--- config.mk ---
export PLATFORM = sky130hd
export DESIGN_NAME = imem_loader
export DESIGN_NICKNAME = d
export VERILOG_FILES = /design/src/rtl/imem_loader.sv
export SDC_FILE = /design/constraint.sdc
export NUM_CORES = 1
export LEC_CHECK = 0
export ABC_AREA = 1
export BUFFER_PORTS_ARGS = -buffer_cell sky130_fd_sc_hd__clkbuf_2
export CAP_MARGIN = 20
export CORE_AREA = 8 8 78 149
export DETAILED_ROUTE_END_ITERATION = 6
export DIE_AREA = 0 0 86 157
export PLACE_DENSITY_LB_ADDON = 0.08
export SYNTH_ARGS = -nofsm -noshare
export SYNTH_HDL_FRONTEND = slang
export SYNTH_SLANG_ARGS = --single-unit
--- constraint.sdc ---
create_clock -name clk -period 1.76 [get_ports clk]
set_input_delay 0.528 -clock clk [delete_from_list [all_inputs] [get_ports clk]]
set_output_delay 0.528 -clock clk [all_outputs]
set_load 0.02 [all_outputs]
--- src/rtl/imem_loader.sv ---
// imem_loader: boot-time loader that assembles a little-endian byte stream
// into 32-bit words, writes them to imem at consecutive word addresses, and
// holds the CPU in reset until the whole image is in place.
// Optional feature macro: IMEM_LOADER_CHECKSUM_EN adds a trailing XOR checksum
// byte (CHK state) that must match before the CPU is released.
//
// Handshake: a byte moves on a rising edge where in_valid=1 and in_ready=1;
// in_ready is a function of state only and never looks at in_valid, and
// in_valid/in_data are ignored whenever in_ready=0.
module imem_loader #(
   parameter int IMEM_DEPTH      = 1024,
   parameter int IMEM_ADDR_WIDTH = 10
) (
   input  logic                       clk,
   input  logic                       reset_b,
   input  logic                       in_valid,
   input  logic [7:0]                 in_data,
   output logic                       in_ready,
   input  logic                       reload,
   output logic                       wr_en,
   output logic [IMEM_ADDR_WIDTH-1:0] wr_addr,
   output logic [31:0]                wr_data,
   output logic                       cpu_reset_b,
   output logic                       busy,
   output logic                       done,
   output logic                       err,
   output logic [2:0]                 dbg_state
);

   typedef enum logic [2:0] {
      S_HDR_LO = 3'd0,
      S_HDR_HI = 3'd1,
      S_DATA   = 3'd2,
`ifdef IMEM_LOADER_CHECKSUM_EN
      S_CHK    = 3'd3,
`endif
      S_DONE   = 3'd4,
      S_ERR    = 3'd5
   } state_t;

   // Where the stream goes once the last data word (or an empty image) is in.
   localparam state_t S_AFTER_DATA =
`ifdef IMEM_LOADER_CHECKSUM_EN
      S_CHK;
`else
      S_DONE;
`endif

   state_t      state;
   state_t      state_d;
   logic        accept;
   logic [15:0] n_words;
   logic [15:0] hdr_n;
   logic [15:0] word_idx;
   logic [1:0]  byte_cnt;
   logic [23:0] shift;
   logic        last_word;
   logic        restart;
`ifdef IMEM_LOADER_CHECKSUM_EN
   logic [7:0]  csum;
`endif

   assign accept    = in_valid & in_ready;
   assign hdr_n     = {in_data, n_words[7:0]};
   assign last_word = (word_idx == (n_words - 16'd1));
   assign restart   = ((state == S_DONE) || (state == S_ERR)) && reload;
   assign dbg_state = state;

   // Status outputs decoded from the current state only.
   always_comb begin
      in_ready = 1'b0;
      busy     = 1'b0;
      done     = 1'b0;
      err      = 1'b0;
      case (state)
         S_DONE:  done = 1'b1;
         S_ERR:   err  = 1'b1;
         default: begin
            in_ready = 1'b1;
            busy     = 1'b1;
         end
      endcase
   end

   // Next-state logic.
   always_comb begin
      state_d = state;
      case (state)
         S_HDR_LO: if (accept) state_d = S_HDR_HI;
         S_HDR_HI: begin
            if (accept) begin
               if ({1'b0, hdr_n} > 17'(IMEM_DEPTH)) state_d = S_ERR;
               else if (hdr_n == 16'd0)             state_d = S_AFTER_DATA;
               else                                 state_d = S_DATA;
            end
         end
         S_DATA: begin
            if (accept && (byte_cnt == 2'd3) && last_word) state_d = S_AFTER_DATA;
         end
`ifdef IMEM_LOADER_CHECKSUM_EN
         S_CHK: begin
            if (accept) state_d = (in_data == csum) ? S_DONE : S_ERR;
         end
`endif
         S_DONE, S_ERR: if (reload) state_d = S_HDR_LO;
         default: state_d = S_HDR_LO;
      endcase
   end

   // State register.
   always_ff @(posedge clk or negedge reset_b) begin
      if (!reset_b) state <= S_HDR_LO;
      else          state <= state_d;
   end

   // CPU release: high only while DONE persists, so it rises one edge after
   // DONE is entered and drops on the very edge that reload leaves DONE.
   always_ff @(posedge clk or negedge reset_b) begin
      if (!reset_b) cpu_reset_b <= 1'b0;
      else          cpu_reset_b <= (state == S_DONE) && (state_d == S_DONE);
   end

   // Header capture, word assembly and the imem write port.
   always_ff @(posedge clk or negedge reset_b) begin
      if (!reset_b) begin
         n_words  <= '0;
         word_idx <= '0;
         byte_cnt <= '0;
         shift    <= '0;
         wr_en    <= 1'b0;
         wr_addr  <= '0;
         wr_data  <= '0;
      end else begin
         wr_en <= 1'b0;
         if (restart) begin
            word_idx <= '0;
            byte_cnt <= '0;
         end else if (accept) begin
            case (state)
               S_HDR_LO: n_words[7:0]  <= in_data;
               S_HDR_HI: n_words[15:8] <= in_data;
               S_DATA: begin
                  byte_cnt <= byte_cnt + 2'd1;
                  shift    <= {in_data, shift[23:8]};
                  if (byte_cnt == 2'd3) begin
                     wr_en    <= 1'b1;
                     wr_addr  <= word_idx[IMEM_ADDR_WIDTH-1:0];
                     wr_data  <= {in_data, shift};
                     word_idx <= word_idx + 16'd1;
                  end
               end
               default: ;
            endcase
         end
      end
   end

`ifdef IMEM_LOADER_CHECKSUM_EN
   // Running XOR over data bytes only; restarted with every new load.
   always_ff @(posedge clk or negedge reset_b) begin
      if (!reset_b)                         csum <= 8'h00;
      else if (restart)                     csum <= 8'h00;
      else if (accept && (state == S_DATA)) csum <= csum ^ in_data;
   end
`endif

endmodule

Yosys cells after proc, flatten, opt, wreduce, memory -nomap -nowiden
Index checks and enable logic that the tools add are counted.
{"block": "word_totals", "in_bits": 12, "ff_bits": 105}
{"block": "op_classes", "bitwise": 2, "eq_ne": 7, "muxes": 21, "addsub": 3, "n_lt_le_gt_ge": 1, "n_reduce_logical": 17}
{"operator": "$mux 16", "count": 4}
{"operator": "$mux 3", "count": 6}
{"operator": "$add 16x1->16 const B", "count": 1}
{"operator": "$eq 16x16->1", "count": 1}
{"operator": "$gt 16x11->1 const B", "count": 1}
{"operator": "$logic_not 16->1", "count": 1}
{"operator": "$sub 16x1->16 const B", "count": 1}
{"operator": "$pmux 3 s4", "count": 1}
{"operator": "$reduce_and 3->1", "count": 4}
{"operator": "$eq 3x3->1 const B", "count": 3}
{"operator": "$mux 1", "count": 7}
{"operator": "$mux 2", "count": 3}
{"operator": "$reduce_bool 2->1", "count": 3}
{"operator": "$logic_and 1x1->1", "count": 4}
{"operator": "$reduce_and 4->1", "count": 1}
{"operator": "$eq 3x1->1 const B", "count": 1}
{"operator": "$eq 3x2->1 const B", "count": 1}
{"operator": "$logic_not 3->1", "count": 1}
{"operator": "$add 2x1->2 const B", "count": 1}
{"operator": "$eq 2x2->1 const B", "count": 1}
{"operator": "$reduce_and 2->1", "count": 1}
{"operator": "$reduce_or 2->1", "count": 1}
{"operator": "$and 1x1->1", "count": 1}
{"operator": "$logic_or 1x1->1", "count": 1}
{"operator": "$not 1->1", "count": 1}

Depth between registers and ports, before layout
Gate-level depths: netlist of the first run.
{"block": "depth", "word_depth": 10, "mapped_depth": 15}

Least setup slack after synthesis of the first run
Ideal clock, no wire load.
{"block": "synth_path", "kind": "register to output", "startpoint": "register state[1], in the netlist dbg_state[1]", "endpoint": "output port in_ready", "arrival_ns": 1.193, "path_buffers": 1, "t_required_ns": 1.232, "path_stages_with_launch": 6, "slack_ns": 0.039, "path_cell_list": "dfrtp_1 -> inv_1 -> nand2_2 -> a21oi_2 -> inv_2 -> buf_4"}
{"block": "synth_via", "elab_chain_len": 3}
{"item": "start: declaration", "line_no": "49", "text": "state_t state;"}
{"item": "start signal: assignment", "line_no": "113", "text": "else state <= state_d;"}
{"item": "$eq 3x3->1"}
{"item": "$reduce_or 2->1 (no line) (*)"}
{"item": "$mux 1 (*)"}
{"item": "end: declaration", "line_no": "18", "text": "output logic in_ready,"}
Mark *: on every way between the ends. The rest lies on a longest branch, timed or not.

Worst setup path after layout of the first run
{"block": "layout_path", "startpoint": "register state[0], in the netlist dbg_state[0]", "endpoint": "output port in_ready"}
{"block": "layout_via", "elab_chain_len": 3}
{"item": "$eq 3x3->1", "line_no": "75", "text": "case (state)"}
{"item": "$reduce_or 2->1 (no line) (*)"}
{"item": "$mux 1 (*)", "line_no": "75"}
Marked as above.

==> results.json, run 1 <==
{
  "cpPeakStageDelay_ns": 0.42,
  "leakagePower_nw": 3.12,
  "setup_ws_ns": -0.103,
  "synth_cell_types": 36,
  "yosys_warnings": 0,
  "finClkSkew_ns": 0.00965,
  "firstDrtPassIters": 4,
  "synth_nets": 612,
  "clk_pin_slew_ns": 0.07,
  "cap_violations": 0,
  "fmax_ghz": 0.537,
  "vdd_ir_drop_max_v": 0.000837,
  "grt_usage_pct": 20.9,
  "numCtsBuffers": 9,
  "hold_viol": 0,
  "critPathKind": "flop to output port",
  "port_buffers": 62,
  "dieArea_mm2": 0.0135,
  "synth_area_per_cell_um2": 8.29,
  "slew_violations": 0,
  "layout_min_cycle_time_ns": 1.86,
  "preCtsSetupSlack_ns": -0.0177,
  "antenna_found_initial": 0,
  "cts_root_buf": "clkbuf_16",
  "outcome": "finished, violations left",
  "vias": 4209,
  "violations": "negative setup slack",
  "initialDrtViolationCount": 199,
  "rrSetupSlack_ns": 0.05,
  "vias_per_cell": 5.08,
  "tightest_slew_ns": 0.386,
  "reg2reg_from": "dbg_state[0]$_DFF_PN0_",
  "cp.required_ns": 1.23,
  "cp_max_fo": 3,
  "insertion_delay_ns": 0.35,
  "critPathLaunchType": "flop",
  "antenna_left": 0,
  "slowest_stage": "dfrtp_1",
  "wl_per_cell_um": 16.1,
  "grt-ovfl-total": 0,
  "cts_tree": "done",
  "grt_max_degree": 32,
  "p_total_mw": 7.90,
  "areaGrowthSynthToFinish_pct": 24.4,
  "hold_class": "input pin to asynchronous set/reset pin",
  "setup_viol": 3,
  "rows": 51,
  "synth-seq-area-share_pct": 53.1,
  "drc": 0,
  "syn_inst": 597,
  "grt_pass1_vias": 4348,
  "dp_hpwl_mm": 10.1,
  "ys_ff_latch": 105,
  "clk_path_buf_depth": 2,
  "finalCritPeriodShare_pct": 106,
  "ioPinCount": 63,
  "die_x_um": 86,
  "fin_setup_tns_ns": -0.202,
  "rsz0062_at_grt": "yes",
  "power_density_mw_per_mm2": 1280,
  "r2r_cells": 10,
  "path_cells": "inv_2, nand2_2, a21oi_4, inv_2, buf_8",
  "cts_sinks": 105,
  "slew_headroom_pct": 74.3,
  "grt_first_pass_wirelength_mm": 21.7,
  "diodes": 0,
  "core-area_mm2": 0.00964,
  "gp_congestion": 0.946,
  "rr_endpoint": "word_idx[15]$_DFFE_PN0P_",
  "drive_gt1_share_pct": 24.0,
  "dieHeight_um": 157,
  "drt-total-wl_mm": 13.3,
  "netlist_area_mm2": 0.00495,
  "htreeDepth": 3,
  "nNetsFinal": 707,
  "path_common_cell": "inv_2",
  "cp_data_arrival_time_ns": 1.34,
  "initial_core_util_pct": 51.3,
  "endpoint_kind": "output port"
}
## per-stage QoR
step                      cells  util (%)  hold slack, ns  cell area [µm²]
final                       829      63.9          0.0958             6160
after global routing        829      63.9           0.111             6160
after CTS                   824      62.1           0.101             5980
after detailed placement    804      58.2           0.462             5600
after global placement      804      58.2           0.451             5600
after floorplan             597         -           0.232             4950
## routing by layer
metal | up-vias | GRT usage [%] | routed length (µm)
met2 | 89 | 37.5 | 7380
met1 | 1999 | 21.5 | 4980
met4 | 0 | 13.9 | 650
met5 | - | 0 | 0
li1 | 2082 | - | -
met3 | 39 | 3.29 | 339
## power by group
part | switching, mW | total (mW) | internal (mW) | leakage (nW)
registers | 0.436 | 3.18 | 2.74 | 1.37
clock network | 0.913 | 2.07 | 1.16 | 0.147
logic | 1.57 | 2.65 | 1.08 | 1.60
## cells by family (layout without fill, tap and decap cells)
kind of cell | Yosys count | after routing | synth area share [%]
xor+xnor | 14 | 14 | 2.48
simple gates | 281 | 281 | 25.2
fa+ha+maj | 3 | 3 | 0.759
compound gates | 104 | 104 | 11.4
buf+inv | 90 | 190 | 7.06
flops | 105 | 105 | 53.1
## registers in the layout, summed over array words and instances, names as in the netlist
| register | cells |
|---|---|
| dbg_state | 3 |
| cpu_reset_b | 1 |
| wr_addr | 10 |
| byte_cnt | 2 |
| wr_data | 32 |
| shift | 24 |
| word_idx | 16 |
| wr_en | 1 |
| n_words | 16 |
## worst max-delay path, delay by kind of cell (launching register included)
kind                   cells  cell delay (ns)
flip-flops                 1             0.42
AO/OA/AOI/OAI              1             0.15
AND/OR/NAND/NOR            1             0.09
buffers and inverters      3             0.34
## how the worst max path moves through the flow
stage	start	cells after the start	to	slack, ns
after floorplan	dbg_state[1]$_DFF_PN0_	5	in_ready	0.04
after global placement	n_words[5]$_DFFE_PN0P_	11	cpu_reset_b$_DFF_PN0_	0.03
after detailed placement	n_words[0]$_DFFE_PN0P_	14	cpu_reset_b$_DFF_PN0_	-0.02
after CTS	dbg_state[1]$_DFF_PN0_	5	in_ready	-0.10
after global routing	dbg_state[1]$_DFF_PN0_	5	in_ready	-0.17
final	dbg_state[0]$_DFF_PN0_	5	in_ready	-0.10
## area by class of cell
| type | count | area [µm²] |
|---|---|---|
| timing repair buffer | 101 | 667 |
| inverter | 72 | 279 |
| sequential | 105 | 2630 |
| fill | 805 | 3480 |
| tap | 132 | 165 |
| clock inverter | 6 | 73.8 |
| clock buffer | 10 | 239 |
| timing repair inverter | 1 | 7.51 |
| multi-input combinational | 402 | 2090 |
## layout by cell type (no fill, tap or decap), types with 2 or more instances in the layout
master / netlist / routed
inv_2: 4 / 6
clkbuf_16: 0 / 9
dfrtp_1: 105 / 102
nand3b_1: 3 / 3
inv_1: 68 / 64
xor2_1: 10 / 10
nand4_1: 7 / 7
o21ai_0: 80 / 79
clkinv_4: 0 / 2
o31ai_1: 4 / 3
clkinvlp_4: 0 / 4
nor3_1: 9 / 8
nor2_4: 5 / 10
buf_6: 0 / 3
xnor2_1: 4 / 4
nor2_2: 8 / 6
a21oi_1: 11 / 11
nand3_2: 2 / 3
nor2_1: 41 / 38
dfrtp_2: 0 / 3
nand3_4: 1 / 2
nand2_4: 3 / 3
buf_8: 0 / 2
nand2_1: 181 / 177
clkbuf_2: 1 / 57
buf_12: 0 / 2
ha_1: 3 / 2
nand3_1: 18 / 16
buf_4: 1 / 37
nand2_2: 1 / 4
## what timing repair did
action                     in CTS  in global routing
setup endpoints to repair       7                 21
resized for setup              12                 37
cloned                          0                  1
hold buffers                    0                  0
buffers inserted                4                  4
pin swaps                       3                  7
## cell usage after synthesis (all sizes together)
cell	n	share of area, %
nand2	185	15
dfrtp	105	53
o21ai	81	8.2
inv	72	5.5
nor2	55	5.7
nand3	21	2.6
a21oi	13	1.5
clkbuf	11	0.86
nor3	10	1.1
xor2	10	1.8
buf	7	0.73
nand4	7	0.89
o31ai	4	0.61
xnor2	4	0.71
ha	3	0.76
nand3b	3	0.46
a221oi	1	0.18
a22o	1	0.18
a22oi	1	0.15
a31oi	1	0.25
o21a	1	0.15
o311ai	1	0.18
(Power assumes the default switching activity.)
==> run 2, diff against run 1 <==
- CORE_AREA: 8 8 78 149 -> 8 8 80 152
- DIE_AREA: 0 0 86 157 -> 0 0 88 160
==> run 2 against run 1 <==
  * The run still ends with negative setup slack left
  * Sequential power down 2%
  * Critical path type unchanged
  * Register-to-register slack worse by 0.06 ns
  * Global-route usage down 0.51 points
  * Largest cell class unchanged
  * Critical endpoint is now busy
==> results.json, run 2 (synthesized netlist as in run 1, its figures left out) <==
{
  "outcome": "finished, violations left",
  "violations": "negative setup slack",
  "placed_area_mm2": 0.00569,
  "grt_pass1_vias": 4387,
  "grt_first_pass_wirelength_mm": 21.9,
  "hold_class": "input pin to asynchronous set/reset pin",
  "fmax_ghz": 0.543,
  "clk_pin_slew_ns": 0.07,
  "antenna_left": 0,
  "hold_viol": 0,
  "htreeDepth": 3,
  "cts_root_buf": "clkbuf_16",
  "final_area_mm2": 0.00618,
  "grt_usage_pct": 20.4,
  "p_total_mw": 7.75,
  "slew_headroom_pct": 68.3,
  "cts_tree": "done",
  "cts_sinks": 105,
  "critPathKind": "flop to output port",
  "setup_viol": 4,
  "areaGrowthSynthToFinish_pct": 24.9,
  "leakagePower_nw": 3.16,
  "vias": 4226,
  "final_common_cell": "nand2_1",
  "largestRegisters": "wr_data (32), shift (24)",
  "largest-register": "wr_data",
  "wl_per_cell_um": 15.8,
  "rows": 52,
  "final_cell_mix": "180 x nand2_1, 104 x dfrtp_1, 79 x o21ai_0, 65 x inv_1, 57 x clkbuf_2",
  "cp_max_fo": 4,
  "antenna_found_initial": 0,
  "dieArea_mm2": 0.0141,
  "diodes": 0,
  "fin_util_pct": 61.3,
  "clk_path_buf_depth": 2,
  "drive_gt1_share_pct": 24.0,
  "finClkSkew_ns": 0.00680,
  "largest_reg_flops": 32,
  "cap_violations": 0,
  "ctsHoldBuffers": 0,
  "grt_max_degree": 36,
  "firstDrtPassIters": 4,
  "cp.required_ns": 1.23,
  "core-area_mm2": 0.0101,
  "initial_core_util_pct": 49.1,
  "insertion_delay_ns": 0.35,
  "power_density_mw_per_mm2": 1250,
  "vias_per_cell": 5.03,
  "setup_ws_ns": -0.0828,
  "cp_data_arrival_time_ns": 1.31,
  "drc": 0,
  "finalCritPeriodShare_pct": 105,
  "dp_hpwl_mm": 10.2,
  "port_buffers": 62,
  "nFillCells": 908,
  "tightest_slew_ns": 0.474,
  "ioPinCount": 63,
  "dieHeight_um": 160,
  "numCtsBuffers": 9,
  "fin_setup_tns_ns": -0.201,
  "critPathLaunchType": "flop",
  "gp_congestion": 0.891,
  "grt-ovfl-total": 0,
  "drt-total-wl_mm": 13.3,
  "layout_min_cycle_time_ns": 1.84,
  "timing.hold.ws_ns": 0.0873,
  "slew_violations": 0,
  "nNetsFinal": 715,
  "endpoint_kind": "output port",
  "rsz0062_at_grt": "yes",
  "initialDrtViolationCount": 227,
  "vdd_ir_drop_max_v": 0.000785,
  "die_x_um": 88
}
## run 2: cell types whose count changed in the layout (fill, tap and decap cells not counted), sizes merged
cell	delta
clkinvlp	-1
clkbuf	+1
inv	+2
bufinv	-1
buf	+7
## run 2: worst max-delay path: stages, from the launching register on
cell and delay (ns):
dfrtp_1 0.40, buf_6 0.13, nand2_4 0.06, a21oi_4 0.16
inv_2 0.08, buf_8 0.13
## run 2: power breakdown
part           switching (mW)  internal, mW  total, mW
Clock                   0.974         0.996       1.97
Combinational            1.56          1.11       2.67
Sequential              0.371          2.74       3.11
Total                    2.91          4.85       7.75
## run 2: metrics by stage
step | worst slack (ns) | cells
final | -0.0828 | 840
after CTS | -0.0659 | 836
after global routing | -0.137 | 840
after detailed placement | -0.0363 | 815
after global placement | 0.00361 | 815
after floorplan | 0.0395 | 597
## run 2: per-layer routing
metal	up-vias	part of all wire, %	global-route usage (%)
met5	-	0	0
met3	28	2.0	1.80
li1	2101	-	-
met4	0	4.3	11.7
met1	2015	38	22.0
met2	82	56	36.7
## run 2: worst paths after layout
path | startpoint | endpoint | slack [ns] | cells after the start
min in group clk | in_data[5] | shift[21]$_DFFE_PN0P_ | 0.41 | 3
max reg2reg | dbg_state[0]$_DFF_PN0_ | word_idx[11]$_DFFE_PN0P_ | -0.01 | 10
max in group asynchronous | reset_b | n_words[6]$_DFFE_PN0P_ | 1.16 | 2
min reg2reg | shift[1]$_DFFE_PN0P_ | wr_data[1]$_DFFE_PN0P_ | 0.48 | 2
min | reset_b | wr_addr[9]$_DFFE_PN0P_ | 0.09 | 1
max | dbg_state[0]$_DFF_PN0_ | busy | -0.08 | 5
## run 2: what timing repair did
item | 4_1_cts | 5_1_grt
setup buffers | 5 | 3
pin swaps | 1 | 5
cloned | 0 | 1
endpoints found under the setup margin | 7 | 17
resized for setup | 10 | 27
## run 2: area by class of cell
cell class	instances	area [µm²]	area share, %
sequential	105	2630	42.5
multi-input combinational	402	2060	33.3
timing repair buffer	109	748	12.1
inverter	72	277	4.47
clock buffer	10	229	3.71
tap	135	169	2.73
clock inverter	6	61.3	0.992
timing repair inverter	1	7.51	0.121
==> run 3, diff against run 2 <==
- SKIP_LAST_GASP: default -> 1
==> run 3 against run 2 <==
  * The flow still finishes with violations (negative setup slack)
  * Core utilization down 0.062 points
  * Non-clock buffer count unchanged
  * Sequential share of layout area about the same
  * Maximum frequency about the same
==> results.json, run 3 (synthesized netlist as in run 1, its figures left out) <==
{
  "numCtsBuffers": 9,
  "port_buffers": 62,
  "cp_max_fo": 4,
  "setup_viol": 4,
  "initial_core_util_pct": 49.1,
  "leakagePower_nw": 3.16,
  "drive_gt1_share_pct": 24.0,
  "die_x_um": 88,
  "cp_data_arrival_time_ns": 1.31,
  "hold_class": "input pin to asynchronous set/reset pin",
  "antenna_left": 0,
  "vias_per_cell": 5.03,
  "wl_per_cell_um": 15.8,
  "cts_tree": "done",
  "slew_violations": 0,
  "largestRegisters": "wr_data (32), shift (24)",
  "tightest_slew_ns": 0.474,
  "initialDrtViolationCount": 229,
  "rrSetupSlack_ns": -0.01,
  "cts_root_buf": "clkbuf_16",
  "dp_hpwl_mm": 10.2,
  "drt-total-wl_mm": 13.3,
  "clk_path_buf_depth": 2,
  "nNetsFinal": 715,
  "power_density_mw_per_mm2": 1250,
  "dieArea_mm2": 0.0141,
  "fin_setup_tns_ns": -0.201,
  "grt-ovfl-total": 0,
  "reg2reg_from": "dbg_state[0]$_DFF_PN0_",
  "dieHeight_um": 160,
  "vias": 4227,
  "rr_endpoint": "word_idx[11]$_DFFE_PN0P_",
  "r2r_cells": 10,
  "grt_usage_pct": 20.4,
  "antenna_found_initial": 0,
  "endpoint_kind": "output port",
  "grt_first_pass_wirelength_mm": 21.9,
  "hold_viol": 0,
  "clk_pin_slew_ns": 0.07,
  "grt_max_degree": 36,
  "outcome": "finished, violations left",
  "largest_reg_flops": 32,
  "areaGrowthSynthToFinish_pct": 24.8,
  "setup_ws_ns": -0.0829,
  "met3_length_um": 272,
  "diodes": 0,
  "critPathKind": "flop to output port",
  "final_common_cell": "nand2_1",
  "core-area_mm2": 0.0101,
  "rsz0062_at_grt": "yes",
  "fmax_ghz": 0.543,
  "vdd_ir_drop_max_v": 0.000786,
  "drc": 0,
  "critPathLaunchType": "flop",
  "ctsHoldBuffers": 0,
  "met1Wirelength_mm": 5.06,
  "cap_violations": 0,
  "cp.required_ns": 1.23,
  "grt_pass1_vias": 4387,
  "finalCritPeriodShare_pct": 105,
  "htreeDepth": 3,
  "preCtsSetupSlack_ns": -0.0363,
  "finClkSkew_ns": 0.00680,
  "largest-register": "wr_data",
  "final_cell_mix": "180 x nand2_1, 104 x dfrtp_1, 79 x o21ai_0, 65 x inv_1, 57 x clkbuf_2",
  "wl_met2_mm": 7.40,
  "top_layer_used": "met4",
  "cts_sinks": 105,
  "rows": 52,
  "layout_min_cycle_time_ns": 1.84,
  "firstDrtPassIters": 4,
  "insertion_delay_ns": 0.35,
  "gp_congestion": 0.891,
  "violations": "negative setup slack",
  "ioPinCount": 63,
  "slew_headroom_pct": 68.3
}
==> run 3: through the flow <==
stage | util (%) | cell area [µm²] | power (mW) | std cells | hold WS (ns)
after floorplan | - | 4950 | 4.67 | 597 | 0.232
after global placement | 56.5 | 5690 | 5.47 | 815 | 0.466
after detailed placement | 56.5 | 5690 | 5.51 | 815 | 0.470
after CTS | 60.0 | 6050 | 7.60 | 836 | 0.0979
after global routing | 61.2 | 6170 | 8.26 | 840 | 0.110
final | 61.2 | 6170 | 7.74 | 840 | 0.0873
==> run 3: routing by layer <==
layer / vias up / GRT usage [%]
li1: 2101 / -
met1: 2016 / 22.0
met2: 82 / 36.7
met3: 28 / 1.80
met4: 0 / 11.7
met5: - / 0
==> run 3: how the worst max path moves through the flow <==
stage / start / end / slack [ns]
4_1_cts: dbg_state[0]$_DFF_PN0_ / in_ready / -0.07
3_3_place_gp: in_data[1] / dbg_state[2]$_DFF_PN0_ / 0.004
5_1_grt: dbg_state[0]$_DFF_PN0_ / word_idx[11]$_DFFE_PN0P_ / -0.14
2_1_floorplan: dbg_state[1]$_DFF_PN0_ / in_ready / 0.04
3_5_place_dp: in_valid / word_idx[4]$_DFFE_PN0P_ / -0.04
6_report: dbg_state[0]$_DFF_PN0_ / busy / -0.08
==> run 3: timing repair <==
| action | 4_1_cts | 5_1_grt |
|---|---|---|
| endpoints found under the hold margin | 0 | 0 |
| cloned | 0 | 1 |
| resized for setup | 10 | 25 |
| setup endpoints to repair | 7 | 17 |
| buffers inserted | 5 | 3 |
| pin swaps | 1 | 5 |
==> run 3: final cells by class <==
class,instances,area [µm²]
Sequential cell,105,2630
Tap cell,135,169
Clock buffer,10,229
Timing Repair Buffer,109,744
Multi-Input combinational cell,402,2060
Clock inverter,6,61.3
Timing Repair inverter,1,5.00
Fill cell,909,3910
Inverter,72,277
==> run 3: critical path, stage by stage (launching register included) <==
cell     delay [ns]
dfrtp_1        0.40
buf_6          0.13
nand2_4        0.06
a21oi_4        0.16
inv_2          0.08
buf_8          0.13
==> run 3: where the power goes <==
group	switching [mW]	internal [mW]
clock	0.974	0.996
sequential	0.371	2.74
combinational	1.56	1.10
